## src/rtl/tis_fetch_seq_pkg.sv

```systemverilog
// Shared encodings for the TIS-100 fetch sequencer: jump-select codes and
// instruction field positions (instruction bit 0 is the MSB).
package tis_fetch_seq_pkg;

  typedef enum logic [1:0] {
    JSEL_INC = 2'b00,
    JSEL_ABS = 2'b01,
    JSEL_IMM = 2'b10,
    JSEL_REL = 2'b11
  } jsel_e;

  localparam int TYPE_W = 5;   // instr[0:4]
  localparam int TGT_LO = 10;  // target field is instr[10:INSTR_W-1]

endpackage

```

## src/rtl/tis_pc_next.sv

```systemverilog
// Ungated next-PC selection: increment with wrap, absolute/immediate with
// range check, and saturating relative jump.
module tis_pc_next
  import tis_fetch_seq_pkg::*;
#(
  parameter int ADDR_W = 8,
  parameter int OFF_W  = 11
) (
  input  logic [ADDR_W-1:0] pc,
  input  logic [ADDR_W-1:0] prog_len,
  input  logic [1:0]        jmp_sel,
  input  logic [ADDR_W-1:0] jaddr,
  input  logic [ADDR_W-1:0] instr_imm,
  input  logic [OFF_W-1:0]  jro_off,
  output logic [ADDR_W-1:0] pc_next
);

  localparam int SW = ADDR_W + OFF_W + 1;

  logic [ADDR_W:0]        inc;
  logic signed [SW-1:0]   sum;
  logic signed [SW-1:0]   len_s;

  always_comb begin
    // one extra bit so pc=2^ADDR_W-1 still compares correctly against prog_len
    inc   = {1'b0, pc} + {{ADDR_W{1'b0}}, 1'b1};
    sum   = $signed({{(SW-ADDR_W){1'b0}}, pc})
          + $signed({{(SW-OFF_W){jro_off[OFF_W-1]}}, jro_off});
    len_s = $signed({{(SW-ADDR_W){1'b0}}, prog_len});
    pc_next = '0;
    case (jsel_e'(jmp_sel))
      JSEL_INC: pc_next = (inc >= {1'b0, prog_len}) ? '0 : inc[ADDR_W-1:0];
      JSEL_ABS: pc_next = (jaddr >= prog_len) ? '0 : jaddr;
      JSEL_IMM: pc_next = (instr_imm >= prog_len) ? '0 : instr_imm;
      JSEL_REL: begin
        if (sum[SW-1])          pc_next = '0;
        else if (sum >= len_s)  pc_next = prog_len - {{(ADDR_W-1){1'b0}}, 1'b1};
        else                    pc_next = sum[ADDR_W-1:0];
      end
      default:  pc_next = '0;
    endcase
  end

endmodule

```

## src/rtl/tis_fetch_seq.sv

```systemverilog
// Instruction-fetch sequencer for one TIS-100 node: PC register driving a
// 1-cycle synchronous instruction memory so rdata lines up with pc.
module tis_fetch_seq
  import tis_fetch_seq_pkg::*;
#(
  parameter int ADDR_W  = 8,
  parameter int INSTR_W = 18,
  parameter int OFF_W   = 11
) (
  input  logic               clk,
  input  logic               reset,
  input  logic [ADDR_W-1:0]  prog_len,
  input  logic               stall,
  input  logic [1:0]         jmp_sel,
  input  logic [ADDR_W-1:0]  jaddr,
  input  logic [OFF_W-1:0]   jro_off,
  output logic [ADDR_W-1:0]  imem_addr,
  input  logic [INSTR_W-1:0] imem_rdata,
  output logic [ADDR_W-1:0]  pc,
  output logic               instr_valid,
  output logic [4:0]         instr_type,
  output logic [ADDR_W-1:0]  instr_imm
);

  localparam int TGT_W = INSTR_W - TGT_LO;

  logic [ADDR_W-1:0] pc_core;
  logic [ADDR_W-1:0] pc_next;
  logic              unused_mid;

  // decode is forced to zero while warming up so stale/X memory data never
  // reaches the immediate jump path
  assign instr_type = instr_valid ? imem_rdata[INSTR_W-1 -: TYPE_W] : '0;
  assign instr_imm  = instr_valid ? ADDR_W'(imem_rdata[TGT_W-1:0]) : '0;
  assign unused_mid = ^imem_rdata[INSTR_W-1-TYPE_W:TGT_W];

  tis_pc_next #(
    .ADDR_W (ADDR_W),
    .OFF_W  (OFF_W)
  ) u_pc_next (
    .pc        (pc),
    .prog_len  (prog_len),
    .jmp_sel   (jmp_sel),
    .jaddr     (jaddr),
    .instr_imm (instr_imm),
    .jro_off   (jro_off),
    .pc_next   (pc_core)
  );

  // reset also zeroes the memory address so the reset edge latches word 0
  always_comb begin
    pc_next = '0;
    if (reset || !instr_valid || prog_len == '0) pc_next = '0;
    else if (stall)                              pc_next = pc;
    else                                         pc_next = pc_core;
  end

  assign imem_addr = pc_next;

  always_ff @(posedge clk) begin
    if (reset) begin
      pc          <= '0;
      instr_valid <= 1'b0;
    end else begin
      pc          <= pc_next;
      instr_valid <= (prog_len != '0);
    end
  end

endmodule

```

## config.mk

```make
export PLATFORM = sky130hd
export DESIGN_NAME = tis_fetch_seq
export DESIGN_NICKNAME = d
export VERILOG_FILES = /design/src/rtl/tis_fetch_seq_pkg.sv /design/src/rtl/tis_pc_next.sv /design/src/rtl/tis_fetch_seq.sv
export SDC_FILE = /design/constraint.sdc
export NUM_CORES = 1
export LEC_CHECK = 0
export ABC_CLOCK_PERIOD_IN_PS = 7150
export BUFFER_PORTS_ARGS = -buffer_cell sky130_fd_sc_hd__buf_4
export CELL_PAD_IN_SITES_DETAIL_PLACEMENT = 0
export CELL_PAD_IN_SITES_GLOBAL_PLACEMENT = 1
export CORE_MARGIN = 4
export CORE_UTILIZATION = 36
export DETAILED_ROUTE_END_ITERATION = 7
export PLACE_DENSITY = 0.83
export REMOVE_ABC_BUFFERS = 1
export SYNTH_ARGS = -nofsm -noshare
export SYNTH_HDL_FRONTEND = slang
export SYNTH_SLANG_ARGS = --single-unit
export TNS_END_PERCENT = 20
```

## constraint.sdc

```tcl
create_clock -name clk -period 7.15 [get_ports clk]
set_input_delay 2.145 -clock clk [delete_from_list [all_inputs] [get_ports clk]]
set_output_delay 2.145 -clock clk [all_outputs]
set_load 0.01 [all_outputs]
```

==> impl_table.tex <==
\begin{tabular}{lr}
\hline
Metric & Value \\
\hline
\multicolumn{2}{l}{\textbf{Clock tree}} \\
\quad Source-to-sink clock delay at the later pin of the worst-skew pair & 0.24 ns \\
\quad Clock tree from TritonCTS & built \\
\quad Clock-pin slew on the worst setup and hold paths & 0.05 ns \\
\quad Number of buffers inserted for hold repair after clock tree synthesis & 0 \\
\quad Deepest level of the CTS H-tree & 1 \\
\quad \# clock sinks & 9 \\
\quad Number of CTS-inserted buffers & 3 \\
\quad Clock tree buffer depth & 2 \\
\quad Root Driver & sky130\_fd\_sc\_hd\_\_clkbuf\_8 \\
\multicolumn{2}{l}{\textbf{Detailed routing}} \\
\quad Via-to-Cell Ratio & 5.36 \\
\quad Antenna-violating nets left & 0 \\
\quad TritonRoute pass-1 iters & 4 \\
\quad Routed Wire Length & 6.81 mm \\
\quad Violation count after the first detailed-route iteration & 128 \\
\quad Total via count after detailed routing & 2362 \\
\quad Number of design rule violations left after detail routing & 0 \\
\quad Post-detailed-route wirelength per cell & 15.4 µm \\
\multicolumn{2}{l}{\textbf{Layout}} \\
\quad Share of cells above drive strength 1 & 33.3\% \\
\quad Net total in the final layout & 463 \\
\quad Commonest non-fill, non-tap cell in the layout & sky130\_fd\_sc\_hd\_\_buf\_4 \\
\quad Util after Layout & 54.8\% \\
\quad Sequential cell area in the final layout & 180 µm² \\
\quad Post-Layout Cell Count & 441 \\
\quad Filler cells & 577 \\
\quad Most frequent cells in the layout & sky130\_fd\_sc\_hd\_\_buf\_4, sky130\_fd\_sc\_hd\_\_ha\_1, sky130\_fd\_sc\_hd\_\_inv\_1 \\
\quad Count of inserted antenna diode cells & 0 \\
\quad Layout area overhead & 45.2\% \\
\quad Area occupied by multi-input gates & 1920 µm² \\
\multicolumn{2}{l}{\textbf{Hold path}} \\
\quad Type of the most critical hold path & reg -> reg \\
\quad Number of stages on the worst hold path & 2 \\
\multicolumn{2}{l}{\textbf{Global routing}} \\
\quad Number of antenna violations at the first check in global routing & 0 \\
\quad Total grt overflow & 0 \\
\quad Vias in the first global route & 2333 \\
\quad Overall fraction of global-route tracks in use & 18.6\% \\
\quad Wire length of the first global-routing pass & 11.0 mm \\
\quad Largest net degree at the start of global routing & 18 \\
\multicolumn{2}{l}{\textbf{Placed design}} \\
\quad Cell count after placement & 431 \\
\quad HPWL after DPL & 5.63 mm \\
\quad Number of I/O port buffers & 74 \\
\quad Worst-case setup slack after placement & -0.338 ns \\
\quad Final Wtd Congestion & 0.924 \\
\multicolumn{2}{l}{\textbf{Floorplanning}} \\
\quad Number of core rows & 27 \\
\quad Die Ht & 84.5 µm \\
\quad Starting density of the core & 37.8\% \\
\quad Total die area & 7130 µm² \\
\quad IO Count & 80 \\
\quad Area of the core & 5570 µm² \\
\quad Width of the die & 84.5 µm \\
\multicolumn{2}{l}{\textbf{Outcome}} \\
\quad Outcome & finished with violations \\
\quad Failing checks & setup timing \\
\multicolumn{2}{l}{\textbf{Synth}} \\
\quad Part of the Yosys area used for sequential elements & 8.56\% \\
\quad Count of distinct cell types in the synthesized netlist & 49 \\
\quad Per-instance average area after synthesis & 7.71 µm² \\
\quad Most frequently used flop master after synthesis & sky130\_fd\_sc\_hd\_\_dfxtp\_1 \\
\quad Number of flops mapped to enable cells by yosys & 0 \\
\quad Post-synthesis cell count & 273 \\
\quad Fraction of registers with async set/reset & 0\% \\
\quad Post-Syn Area & 2100 µm² \\
\quad Number of synthesized register bits & 9 \\
\quad Warnings, synthesis & 0 \\
\multicolumn{2}{l}{\textbf{Power}} \\
\quad Switching power share of the total & 38.7\% \\
\quad Combinational Power Share & 59.8\% \\
\quad Leakage & 1.47 nW \\
\quad Cell-internal power & 0.184 mW \\
\quad Worst vdd ir & 0.0000799 V \\
\quad Fraction of power consumed by the clock network & 20.7\% \\
\quad Sequential power share & 19.5\% \\
\quad Sw Pwr & 0.116 mW \\
\quad Power per Cell Area & 98.4 nW/µm² \\
\multicolumn{2}{l}{\textbf{Worst setup path}} \\
\quad Maximum fanout count along the critical path & 8 \\
\quad Crit Path Category & in -> out \\
\quad R2R depth & 17 \\
\quad Type of destination of the critical path & output pin \\
\quad Startpoint Class & primary input \\
\quad Required time worst endpoint & 5.01 ns \\
\quad Data arrival time at the worst-slack endpoint & 5.05 ns \\
\multicolumn{2}{l}{\textbf{STA}} \\
\quad Maximum achievable frequency & 0.139 GHz \\
\quad Final clock period utilization by the worst path & 101\% \\
\quad Slack of the critical path & -0.0445 ns \\
\quad Number of setup violations in the final report & 3 \\
\quad Final Skew & 0.00861 ns \\
\quad Number of hold violations in the final report & 0 \\
\quad Unrepaired setup endpoints after global routing & yes \\
\quad Worst slew pin tran & 0.718 ns \\
\quad Post-layout minimum cycle time & 7.19 ns \\
\quad Headroom to the max-slew limit & 51.7\% \\
\quad Number of pins exceeding their max-slew limit in the final report & 0 \\
\multicolumn{2}{l}{\textbf{Flow run}} \\
\quad Max-cap check violation count & 0 \\
\hline
\end{tabular}
==> layout make-up <==
cell class / instances / share of cell area [%]
sequential: 9 / 5.89
clock buffer: 4 / 1.47
inverter: 24 / 2.95
multi-input combinational: 235 / 62.9
timing repair buffer: 97 / 23.8
tap: 72 / 2.95
==> path summary, 6_finish.rpt <==
path,slack [ns],startpoint,endpoint
worst max register to register,3.73,pc[0],pc[0]
worst max-delay path,-0.04,jro_off[0],imem_addr[0]
worst min-delay path,0.68,instr_valid,pc[7]
worst min register to register,0.68,instr_valid,pc[7]
==> power groups by stage <==
stage / clock [mW] / combinational, mW / sequential [mW]
after floorplan: 0 / 0.0912 / 0.0582
after global placement: 0 / 0.158 / 0.0590
after detailed placement: 0 / 0.161 / 0.0591
after CTS: 0.0619 / 0.175 / 0.0587
after global routing: 0.0657 / 0.200 / 0.0592
final: 0.0622 / 0.180 / 0.0586
==> timing repair <==
action	CTS	global route
setup buffers	6	0
endpoints found under the setup margin	8	8
pin swaps	9	5
gates resized for setup	17	6
==> worst max-delay path, stage by stage <==
cell and delay, ns:
sky130_fd_sc_hd__buf_4 0.09, sky130_fd_sc_hd__ha_4 0.14, sky130_fd_sc_hd__inv_1 0.05, sky130_fd_sc_hd__fa_2 0.36
sky130_fd_sc_hd__nor2b_4 0.15, sky130_fd_sc_hd__buf_4 0.12, sky130_fd_sc_hd__o21a_1 0.10, sky130_fd_sc_hd__nor2_1 0.05
sky130_fd_sc_hd__xnor2_1 0.15, sky130_fd_sc_hd__ha_1 0.20, sky130_fd_sc_hd__a21oi_1 0.17, sky130_fd_sc_hd__nor2_2 0.07
sky130_fd_sc_hd__a2111oi_4 0.20, sky130_fd_sc_hd__o211ai_2 0.14, sky130_fd_sc_hd__or2_4 0.31, sky130_fd_sc_hd__buf_4 0.16
sky130_fd_sc_hd__o211ai_4 0.18, sky130_fd_sc_hd__a221oi_2 0.08, sky130_fd_sc_hd__buf_4 0.16
==> routing by layer <==
metal  GRT usage, %  share of wire (%)
met1           24.6                 46
met2           31.3                 47
met3           4.12                6.3
met4           3.31                1.1
met5              0                  0
==> flip-flops by register name, indices dropped and copies added, names as in the netlist <==
| name | count |
|---|---|
| instr_valid | 1 |
| pc | 8 |
==> Yosys cell counts (5+ instances only) <==
cell type / instances / area (µm²)
sky130_fd_sc_hd__and2_1: 12 / 75.1
sky130_fd_sc_hd__nor2_1: 17 / 63.8
sky130_fd_sc_hd__a32o_1: 5 / 50.1
sky130_fd_sc_hd__nand2_1: 18 / 67.6
sky130_fd_sc_hd__inv_1: 24 / 90.1
sky130_fd_sc_hd__a21oi_1: 18 / 90.1
sky130_fd_sc_hd__nor3_1: 5 / 25.0
sky130_fd_sc_hd__o2bb2ai_1: 6 / 52.6
sky130_fd_sc_hd__ha_1: 42 / 526
sky130_fd_sc_hd__o21ai_0: 21 / 105
sky130_fd_sc_hd__a211o_1: 5 / 43.8
sky130_fd_sc_hd__a211oi_1: 6 / 45.0
sky130_fd_sc_hd__nand4_1: 6 / 37.5
sky130_fd_sc_hd__dfxtp_1: 9 / 180
sky130_fd_sc_hd__xnor2_1: 17 / 149
sky130_fd_sc_hd__nand3_1: 8 / 40.0
==> metrics by stage <==
step | hold WS (ns) | power [mW] | instance area, µm² | TNS (ns)
final | 0.680 | 0.301 | 3060 | -0.0979
after global routing | 0.732 | 0.324 | 3060 | -1.14
after CTS | 0.697 | 0.296 | 3020 | -0.0417
after detailed placement | 0.656 | 0.221 | 2840 | -2.16
after global placement | 0.650 | 0.217 | 2840 | -1.58
after floorplan | 0.606 | 0.149 | 2060 | 0
==> kinds of logic (layout without fill, tap and decap cells) <==
family / Yosys count / in the layout / synth area share, %
buffers and inverters: 29 / 125 / 6.24
AOI/OAI and AO/OA: 88 / 88 / 29.8
and+or+nand+nor: 82 / 82 / 19.8
muxes: 4 / 4 / 2.14
DFF: 9 / 9 / 8.56
xor gates and xnor gates: 18 / 18 / 7.49
adders and majority gates: 43 / 43 / 25.9
No activity file was read; power rests on OpenSTA's default activity.
